<file path="src/rtl/eth_rx_flow_monitor_if.sv">
// Bundles the RX AXI-Stream sink and AXI-Lite register port of the flow monitor.
interface eth_rx_flow_monitor_if #(
    parameter int AXIL_ADDR_WIDTH = 32
);
    logic [63:0]                s_axis_tdata;
    logic [7:0]                 s_axis_tkeep;
    logic                       s_axis_tvalid;
    logic                       s_axis_tready;
    logic                       s_axis_tlast;
    logic                       s_axis_tuser;

    logic [AXIL_ADDR_WIDTH-1:0] s_axil_awaddr;
    logic [2:0]                 s_axil_awprot;
    logic                       s_axil_awvalid;
    logic                       s_axil_awready;
    logic [31:0]                s_axil_wdata;
    logic [3:0]                 s_axil_wstrb;
    logic                       s_axil_wvalid;
    logic                       s_axil_wready;
    logic [1:0]                 s_axil_bresp;
    logic                       s_axil_bvalid;
    logic                       s_axil_bready;
    logic [AXIL_ADDR_WIDTH-1:0] s_axil_araddr;
    logic [2:0]                 s_axil_arprot;
    logic                       s_axil_arvalid;
    logic                       s_axil_arready;
    logic [31:0]                s_axil_rdata;
    logic [1:0]                 s_axil_rresp;
    logic                       s_axil_rvalid;
    logic                       s_axil_rready;

    modport master (
        output s_axis_tdata, s_axis_tkeep, s_axis_tvalid, s_axis_tlast, s_axis_tuser,
        input  s_axis_tready,
        output s_axil_awaddr, s_axil_awprot, s_axil_awvalid,
        input  s_axil_awready,
        output s_axil_wdata, s_axil_wstrb, s_axil_wvalid,
        input  s_axil_wready,
        input  s_axil_bresp, s_axil_bvalid,
        output s_axil_bready,
        output s_axil_araddr, s_axil_arprot, s_axil_arvalid,
        input  s_axil_arready,
        input  s_axil_rdata, s_axil_rresp, s_axil_rvalid,
        output s_axil_rready
    );

    modport slave (
        input  s_axis_tdata, s_axis_tkeep, s_axis_tvalid, s_axis_tlast, s_axis_tuser,
        output s_axis_tready,
        input  s_axil_awaddr, s_axil_awprot, s_axil_awvalid,
        output s_axil_awready,
        input  s_axil_wdata, s_axil_wstrb, s_axil_wvalid,
        output s_axil_wready,
        output s_axil_bresp, s_axil_bvalid,
        input  s_axil_bready,
        input  s_axil_araddr, s_axil_arprot, s_axil_arvalid,
        output s_axil_arready,
        output s_axil_rdata, s_axil_rresp, s_axil_rvalid,
        input  s_axil_rready
    );
endinterface

</file>
<file path="src/rtl/eth_rx_flow_monitor.sv">
// Classifies received UDP frames by destination port into per-flow packet/byte
// counters with global error counters, all readable over AXI-Lite.
module eth_rx_flow_monitor #(
    parameter int          N_FLOWS           = 2,
    parameter int          AXIL_ADDR_WIDTH   = 32,
    parameter logic [15:0] DEFAULT_PORT_BASE = 16'd5000
) (
    input  logic                  clk,
    input  logic                  rst,
    eth_rx_flow_monitor_if.slave  bus
);

    typedef enum logic [1:0] {IDLE, HDR, PAYLOAD, DROP} state_t;

    function automatic logic [3:0] popcount8(input logic [7:0] k);
        logic [3:0] c;
        c = '0;
        for (int unsigned i = 0; i < 8; i++) c = c + {3'd0, k[i]};
        return c;
    endfunction

    function automatic logic [15:0] sat_add(input logic [15:0] a, input logic [3:0] b);
        logic [16:0] s;
        s = {1'b0, a} + {13'd0, b};
        return s[16] ? 16'hFFFF : s[15:0];
    endfunction

    logic [AXIL_ADDR_WIDTH-1:0] aw_addr, ar_addr;
    logic [5:0]  aw_word, ar_word;

    state_t      state;
    logic [2:0]  beat_cnt;
    logic [15:0] frame_len, port;
    logic        port_ok;

    logic        commit_valid, commit_bad, commit_port_ok;
    logic [15:0] commit_port, commit_len, commit_idx;

    logic [3:0]  beat_bytes;
    logic [15:0] beat_len, beat_port;
    logic        beat_port_ok, hit_port, beat_counted;

    logic        enable;
    logic [15:0] port_base;
    logic [31:0] cnt_total, cnt_bad, cnt_runt, cnt_unmatched;
    logic [31:0] flow_pkts  [N_FLOWS];
    logic [31:0] flow_bytes [N_FLOWS];
    logic [31:0] rd_mux;
    logic        unused_bits;

    assign aw_addr = bus.s_axil_awaddr;
    assign ar_addr = bus.s_axil_araddr;
    assign aw_word = aw_addr[7:2];
    assign ar_word = ar_addr[7:2];

    assign bus.s_axis_tready = 1'b1;
    assign bus.s_axil_bresp  = 2'b00;
    assign bus.s_axil_rresp  = 2'b00;

    assign unused_bits = ^{aw_addr, ar_addr, bus.s_axil_awprot, bus.s_axil_arprot,
                           bus.s_axil_wstrb, bus.s_axil_wdata, bus.s_axis_tdata};

    // Values this beat would leave behind, so a tlast on any beat (including
    // beat 4 itself) commits with a consistent length and port.
    always_comb begin
        beat_bytes   = popcount8(bus.s_axis_tkeep);
        hit_port     = (state == HDR) && (beat_cnt == 3'd4);
        beat_len     = (state == IDLE) ? {12'd0, beat_bytes} : sat_add(frame_len, beat_bytes);
        beat_port    = hit_port ? {bus.s_axis_tdata[39:32], bus.s_axis_tdata[47:40]} : port;
        beat_port_ok = (state != IDLE) && (port_ok || hit_port);
        beat_counted = (state == IDLE) ? enable : (state != DROP);
    end

    always_ff @(posedge clk) begin
        if (rst) begin
            state          <= IDLE;
            beat_cnt       <= '0;
            frame_len      <= '0;
            port           <= '0;
            port_ok        <= 1'b0;
            commit_valid   <= 1'b0;
            commit_bad     <= 1'b0;
            commit_port_ok <= 1'b0;
            commit_port    <= '0;
            commit_len     <= '0;
        end else begin
            commit_valid <= 1'b0;
            if (bus.s_axis_tvalid) begin
                frame_len <= beat_len;
                port      <= beat_port;
                port_ok   <= beat_port_ok;
                if (bus.s_axis_tlast) begin
                    state          <= IDLE;
                    commit_valid   <= beat_counted;
                    commit_bad     <= bus.s_axis_tuser;
                    commit_port_ok <= beat_port_ok;
                    commit_port    <= beat_port;
                    commit_len     <= beat_len;
                end else begin
                    unique case (state)
                        IDLE: begin
                            beat_cnt <= 3'd1;
                            state    <= enable ? HDR : DROP;
                        end
                        HDR: begin
                            if (hit_port) state <= PAYLOAD;
                            else          beat_cnt <= beat_cnt + 3'd1;
                        end
                        PAYLOAD, DROP: ;
                    endcase
                end
            end
        end
    end

    assign commit_idx = commit_port - port_base;

    always_comb begin
        rd_mux = '0;
        unique case (ar_word)
            6'd0: rd_mux = 32'h464D4F4E;
            6'd1: rd_mux = {31'd0, enable};
            6'd2: rd_mux = {16'd0, port_base};
            6'd3: rd_mux = cnt_total;
            6'd4: rd_mux = cnt_bad;
            6'd5: rd_mux = cnt_runt;
            6'd6: rd_mux = cnt_unmatched;
            default: begin
                for (int unsigned i = 0; i < N_FLOWS; i++) begin
                    if (ar_word == 6'(8 + 2 * i)) rd_mux = flow_pkts[i];
                    if (ar_word == 6'(9 + 2 * i)) rd_mux = flow_bytes[i];
                end
            end
        endcase
    end

    always_ff @(posedge clk) begin
        if (rst) begin
            bus.s_axil_awready <= 1'b0;
            bus.s_axil_wready  <= 1'b0;
            bus.s_axil_bvalid  <= 1'b0;
            bus.s_axil_arready <= 1'b0;
            bus.s_axil_rvalid  <= 1'b0;
            bus.s_axil_rdata   <= '0;
            enable             <= 1'b1;
            port_base          <= DEFAULT_PORT_BASE;
            cnt_total          <= '0;
            cnt_bad            <= '0;
            cnt_runt           <= '0;
            cnt_unmatched      <= '0;
            for (int unsigned i = 0; i < N_FLOWS; i++) begin
                flow_pkts[i]  <= '0;
                flow_bytes[i] <= '0;
            end
        end else begin
            bus.s_axil_awready <= 1'b0;
            bus.s_axil_wready  <= 1'b0;
            bus.s_axil_arready <= 1'b0;

            if (commit_valid) begin
                cnt_total <= cnt_total + 32'd1;
                if (commit_bad) begin
                    cnt_bad <= cnt_bad + 32'd1;
                end else if (!commit_port_ok) begin
                    cnt_runt <= cnt_runt + 32'd1;
                end else if (commit_idx < 16'(N_FLOWS)) begin
                    for (int unsigned i = 0; i < N_FLOWS; i++) begin
                        if (commit_idx == 16'(i)) begin
                            flow_pkts[i]  <= flow_pkts[i] + 32'd1;
                            flow_bytes[i] <= flow_bytes[i] + {16'd0, commit_len};
                        end
                    end
                end else begin
                    cnt_unmatched <= cnt_unmatched + 32'd1;
                end
            end

            if (bus.s_axil_bvalid && bus.s_axil_bready) bus.s_axil_bvalid <= 1'b0;
            if (bus.s_axil_awvalid && bus.s_axil_wvalid && !bus.s_axil_bvalid && !bus.s_axil_awready) begin
                bus.s_axil_awready <= 1'b1;
                bus.s_axil_wready  <= 1'b1;
            end
            // Decode happens at the end of the handshake cycle; a clear placed
            // after the commit update overrides any coincident increment.
            if (bus.s_axil_awready) begin
                bus.s_axil_bvalid <= 1'b1;
                if (aw_word == 6'd1) begin
                    enable <= bus.s_axil_wdata[0];
                    if (bus.s_axil_wdata[1]) begin
                        cnt_total     <= '0;
                        cnt_bad       <= '0;
                        cnt_runt      <= '0;
                        cnt_unmatched <= '0;
                        for (int unsigned i = 0; i < N_FLOWS; i++) begin
                            flow_pkts[i]  <= '0;
                            flow_bytes[i] <= '0;
                        end
                    end
                end else if (aw_word == 6'd2) begin
                    port_base <= bus.s_axil_wdata[15:0];
                end
            end

            if (bus.s_axil_rvalid && bus.s_axil_rready) bus.s_axil_rvalid <= 1'b0;
            if (bus.s_axil_arvalid && !bus.s_axil_rvalid && !bus.s_axil_arready) begin
                bus.s_axil_arready <= 1'b1;
            end
            if (bus.s_axil_arready) begin
                bus.s_axil_rvalid <= 1'b1;
                bus.s_axil_rdata  <= rd_mux;
            end
        end
    end

endmodule

</file>
<file path="src/flat_wrapper.sv">
// flat-port wrapper written by rule: the top's interface ports become plain ports
module eth_rx_flow_monitor_flat 
#(
    parameter int          N_FLOWS           = 2,
    parameter int          AXIL_ADDR_WIDTH   = 32,
    parameter logic [15:0] DEFAULT_PORT_BASE = 16'd5000
)
  (clk, rst, bus_s_axis_tdata, bus_s_axis_tkeep, bus_s_axis_tvalid, bus_s_axis_tlast, bus_s_axis_tuser, bus_s_axis_tready, bus_s_axil_awaddr, bus_s_axil_awprot, bus_s_axil_awvalid, bus_s_axil_awready, bus_s_axil_wdata, bus_s_axil_wstrb, bus_s_axil_wvalid, bus_s_axil_wready, bus_s_axil_bresp, bus_s_axil_bvalid, bus_s_axil_bready, bus_s_axil_araddr, bus_s_axil_arprot, bus_s_axil_arvalid, bus_s_axil_arready, bus_s_axil_rdata, bus_s_axil_rresp, bus_s_axil_rvalid, bus_s_axil_rready);
  eth_rx_flow_monitor_if #(.AXIL_ADDR_WIDTH(AXIL_ADDR_WIDTH)) bus_i ();
  input  logic clk;
  input  logic rst;
  input wire logic [$bits(bus_i.s_axis_tdata)-1:0] bus_s_axis_tdata;
  input wire logic [$bits(bus_i.s_axis_tkeep)-1:0] bus_s_axis_tkeep;
  input wire logic [$bits(bus_i.s_axis_tvalid)-1:0] bus_s_axis_tvalid;
  input wire logic [$bits(bus_i.s_axis_tlast)-1:0] bus_s_axis_tlast;
  input wire logic [$bits(bus_i.s_axis_tuser)-1:0] bus_s_axis_tuser;
  output wire logic [$bits(bus_i.s_axis_tready)-1:0] bus_s_axis_tready;
  input wire logic [$bits(bus_i.s_axil_awaddr)-1:0] bus_s_axil_awaddr;
  input wire logic [$bits(bus_i.s_axil_awprot)-1:0] bus_s_axil_awprot;
  input wire logic [$bits(bus_i.s_axil_awvalid)-1:0] bus_s_axil_awvalid;
  output wire logic [$bits(bus_i.s_axil_awready)-1:0] bus_s_axil_awready;
  input wire logic [$bits(bus_i.s_axil_wdata)-1:0] bus_s_axil_wdata;
  input wire logic [$bits(bus_i.s_axil_wstrb)-1:0] bus_s_axil_wstrb;
  input wire logic [$bits(bus_i.s_axil_wvalid)-1:0] bus_s_axil_wvalid;
  output wire logic [$bits(bus_i.s_axil_wready)-1:0] bus_s_axil_wready;
  output wire logic [$bits(bus_i.s_axil_bresp)-1:0] bus_s_axil_bresp;
  output wire logic [$bits(bus_i.s_axil_bvalid)-1:0] bus_s_axil_bvalid;
  input wire logic [$bits(bus_i.s_axil_bready)-1:0] bus_s_axil_bready;
  input wire logic [$bits(bus_i.s_axil_araddr)-1:0] bus_s_axil_araddr;
  input wire logic [$bits(bus_i.s_axil_arprot)-1:0] bus_s_axil_arprot;
  input wire logic [$bits(bus_i.s_axil_arvalid)-1:0] bus_s_axil_arvalid;
  output wire logic [$bits(bus_i.s_axil_arready)-1:0] bus_s_axil_arready;
  output wire logic [$bits(bus_i.s_axil_rdata)-1:0] bus_s_axil_rdata;
  output wire logic [$bits(bus_i.s_axil_rresp)-1:0] bus_s_axil_rresp;
  output wire logic [$bits(bus_i.s_axil_rvalid)-1:0] bus_s_axil_rvalid;
  input wire logic [$bits(bus_i.s_axil_rready)-1:0] bus_s_axil_rready;
  assign bus_i.s_axis_tdata = bus_s_axis_tdata;
  assign bus_i.s_axis_tkeep = bus_s_axis_tkeep;
  assign bus_i.s_axis_tvalid = bus_s_axis_tvalid;
  assign bus_i.s_axis_tlast = bus_s_axis_tlast;
  assign bus_i.s_axis_tuser = bus_s_axis_tuser;
  assign bus_s_axis_tready = bus_i.s_axis_tready;
  assign bus_i.s_axil_awaddr = bus_s_axil_awaddr;
  assign bus_i.s_axil_awprot = bus_s_axil_awprot;
  assign bus_i.s_axil_awvalid = bus_s_axil_awvalid;
  assign bus_s_axil_awready = bus_i.s_axil_awready;
  assign bus_i.s_axil_wdata = bus_s_axil_wdata;
  assign bus_i.s_axil_wstrb = bus_s_axil_wstrb;
  assign bus_i.s_axil_wvalid = bus_s_axil_wvalid;
  assign bus_s_axil_wready = bus_i.s_axil_wready;
  assign bus_s_axil_bresp = bus_i.s_axil_bresp;
  assign bus_s_axil_bvalid = bus_i.s_axil_bvalid;
  assign bus_i.s_axil_bready = bus_s_axil_bready;
  assign bus_i.s_axil_araddr = bus_s_axil_araddr;
  assign bus_i.s_axil_arprot = bus_s_axil_arprot;
  assign bus_i.s_axil_arvalid = bus_s_axil_arvalid;
  assign bus_s_axil_arready = bus_i.s_axil_arready;
  assign bus_s_axil_rdata = bus_i.s_axil_rdata;
  assign bus_s_axil_rresp = bus_i.s_axil_rresp;
  assign bus_s_axil_rvalid = bus_i.s_axil_rvalid;
  assign bus_i.s_axil_rready = bus_s_axil_rready;
  eth_rx_flow_monitor #(.N_FLOWS(N_FLOWS), .AXIL_ADDR_WIDTH(AXIL_ADDR_WIDTH), .DEFAULT_PORT_BASE(DEFAULT_PORT_BASE)) u_core (.clk(clk), .rst(rst), .bus(bus_i));
endmodule
</file>
<file path="config.mk">
export PLATFORM = sky130hd
export DESIGN_NAME = eth_rx_flow_monitor_flat
export DESIGN_NICKNAME = d
export VERILOG_FILES = /design/src/rtl/eth_rx_flow_monitor_if.sv /design/src/rtl/eth_rx_flow_monitor.sv /design/src/flat_wrapper.sv
export SDC_FILE = /design/constraint.sdc
export NUM_CORES = 1
export LEC_CHECK = 0
export CORE_UTILIZATION = 50
export CTS_CLUSTER_DIAMETER = 50
export DETAILED_ROUTE_END_ITERATION = 7
export PLACE_DENSITY_LB_ADDON = 0.1
export SLEW_MARGIN = 0
export SYNTH_ARGS = -nofsm -noshare
export SYNTH_HDL_FRONTEND = slang
export SYNTH_SLANG_ARGS = --single-unit
</file>
<file path="constraint.sdc">
create_clock -name clk -period 6.21 [get_ports clk]
set_input_delay 1.242 -clock clk [delete_from_list [all_inputs] [get_ports clk]]
set_output_delay 1.242 -clock clk [all_outputs]
set_load 0.005 [all_outputs]
</file>
==> metrics.cfg <==
[timing]
period_needed_ns=5.384
setup_viol=0
fmax_mhz=185.7
fin_tns_setup_ns=0
slew_viol_final=0
rsz0062_at_grt=no
hold_viol=0
max_slew.worst_pin.slew_ns=1.232
fin_crit_sh_pct=86.70
slew-limit-headroom_pct=17.52
finClkSkew_ns=0.01697

[logic_synthesis]
synth_top_flop_cell=dfxtp_1
synth_cells=2551
yosysWarnings=0
postSynthAreaPerCell_um2=8.182
synth-edff-count=0
syn_area_mm2=0.02087
ys_types=75
ys_async_sr_fraction_pct=0
synth_seq_cells=382
synth_seq_area_share_pct=36.64

[route]
vias_per_cell=5.995
vias=18860
drt-initial-drc-count=1533
drt_wl_total_um=59980
avgRoutedWirePerCell_um=19.06
drcViolationCount=7
ant_nets=0
dr.pass1.iters=7

[die]
die_y_um=206.3
design.core.area_mm2=0.04102
io_pins=230
dieWidth_um=206.3
fp-row-count=74
start_util_pct=50.88
die-area_mm2=0.04256

[clock_tree]
clock-sinks=382
clk_pin_slew_ns=0.06
holdBufCountCts=0
htree_levels=2
cts_tree=built
cts-resized-gates=0
clockBufferDepth=3
numCtsBuffers=46
cts_setup_buffers=0
root_buffer=clkbuf_16
worstSkewPairLatency_ns=0.59

[run_status]
violations=DRC
status=complete, but fails checks

[critical_path]
path_common_cell=fa_1
cp.required_ns=6.71
worst-path-buf-inv=3
crit_type=primary input to register
worstPathArrival_ns=5.89
critPathMaxFanout=7
crit_chain=clkdlybuf4s50_1, ha_1, inv_1, fa_1, fa_1, fa_1, fa_1, fa_1, nor2b_1, o21ai_0, nand2b_1, nand4_1, or3_1, buf_4, a21oi_1, nand2_1, a21oi_1
cpMaxStageDelayCell=fa_1
critPathCaptureType=register
max_stage_delay_ns=0.51
startpoint_type=primary input
crit_family=adder cells

[global_route]
grt_pass1_wl_um=94610
grtUsageTotal_pct=28.17
grt_max_degree=104
grt_pass1_vias=17750
antenna_found_initial=0
grt-ovfl-total=0

[pwr]
power_leakage_nw=8.766
total_power_mw=5.685
powerDensity_mw_per_mm2=239.1
peakVddDrop_mv=0.2439

[cells_and_area]
nets=2837
drive_above_1_share_pct=5.777
diodes=0
mostFrequentLayoutCells=dfxtp_1 (381), nor2_1 (315), nand2_1 (306), a21oi_1 (175)
final_common_cell=dfxtp_1
syn2layout_area_growth_pct=13.92
utilization_pct=57.97

[place]
gp_congestion=0.9007
dp_hpwl_um=42260
portBuffers=98

[run]
maxCapViolCount=0

[min_path]
hold_path_class=register to register

==> state kept, by name (all words and copies together) (netlist names), 2 cells and up <==
signal and flops:
u_core.flow_bytes 64, u_core.port_base 16, u_core.beat_cnt 3, u_core.bus.s_axil_rdata 32, u_core.cnt_total 32, u_core.cnt_runt 32, u_core.flow_pkts 64, u_core.state 2
u_core.commit_len 16, u_core.cnt_unmatched 32, u_core.port 16, u_core.frame_len 16, u_core.commit_port 16, u_core.cnt_bad 32
==> kinds of logic after synthesis <==
group | synth area share, %
and+or+nand+nor | 23.97
AOI/OAI and AO/OA | 16.06
DFF | 36.64
buffers and inverters | 4.160
xor gates and xnor gates | 7.931
muxes | 6.714
adders and majority gates | 4.484
other | 0.03598
==> Yosys cell counts, drive strengths merged, types with 29 or more instances <==
cell type,number,area [µm²]
o21ai,96,484.2
nor3,47,235.2
and3,46,287.8
dfxtp,382,7647
buf,37,188.9
inv,65,244.0
a22oi,41,307.8
xor2,89,779.5
nand2,307,1152
clkbuf,115,431.7
a21oi,176,880.8
nand4,52,325.3
mux2i,104,1041
nor2,317,1192
nand3,104,520.5
nand2b,30,195.2
o211ai,29,217.7
or3,37,231.5
xnor2,100,875.8
ha,62,775.7
==> routing by layer <==
metal / GRT usage [%] / vias to the layer above / wire, µm
met5: 0 / - / 0
met3: 3.674 / 123 / 3198
li1: - / 9153 / -
met4: 12.66 / 0 / 2319
met1: 36.78 / 9016 / 26830
met2: 46.20 / 568 / 27630
==> path summary, 6_finish.rpt <==
| kind | from | to | slack (ns) | cells past startpoint |
|---|---|---|---|---|
| worst min-delay path | u_core.bus.s_axil_bvalid | u_core.bus.s_axil_awready | 0.44 | 1 |
| worst max register to register | u_core.commit_port[0] | u_core.flow_bytes[0][42] | 1.64 | 12 |
| worst max-delay path | bus_s_axis_tkeep[1] | u_core.commit_len[10] | 0.83 | 17 |
| worst min register to register | u_core.bus.s_axil_bvalid | u_core.bus.s_axil_awready | 0.44 | 1 |
==> worst register-to-register path: cells and delay by family (launching register included) <==
kind	cells	cell delay, ns
AND/OR/NAND/NOR	6	2.60
adder cells (fa/ha/maj)	2	0.61
AO/OA/AOI/OAI	2	0.50
multiplexers	1	0.36
flip-flops	1	0.34
buffers and inverters	1	0.05
==> metrics by stage <==
stage,area [µm²],cells,hold slack (ns),setup WS [ns]
floorplan,20880,2554,0.4366,0.8292
global placement,22220,3063,0.4295,0.2760
detailed placement,22220,3063,0.4371,0.2250
CTS,23780,3146,0.4397,0.8419
global route,23780,3146,0.4692,0.5760
finish,23780,3146,0.4367,0.8258
==> layout make-up <==
type,count,area [µm²]
Clock buffer,61,1309
Clock inverter,22,245.2
Fill cell,3752,17240
Inverter,66,247.7
Multi-Input combinational cell,1954,12430
Sequential cell,382,7649
Tap cell,532,665.6
Timing Repair Buffer,129,1229
==> report_power, final <==
group	leakage, nW	switching, mW	total [mW]	internal [mW]
Combinational	4.93	0.249	0.419	0.170
Sequential	3.08	0.0230	2.50	2.48
Clock	0.755	1.11	2.77	1.65
Note: power is estimated with default switching activity, not from simulation.
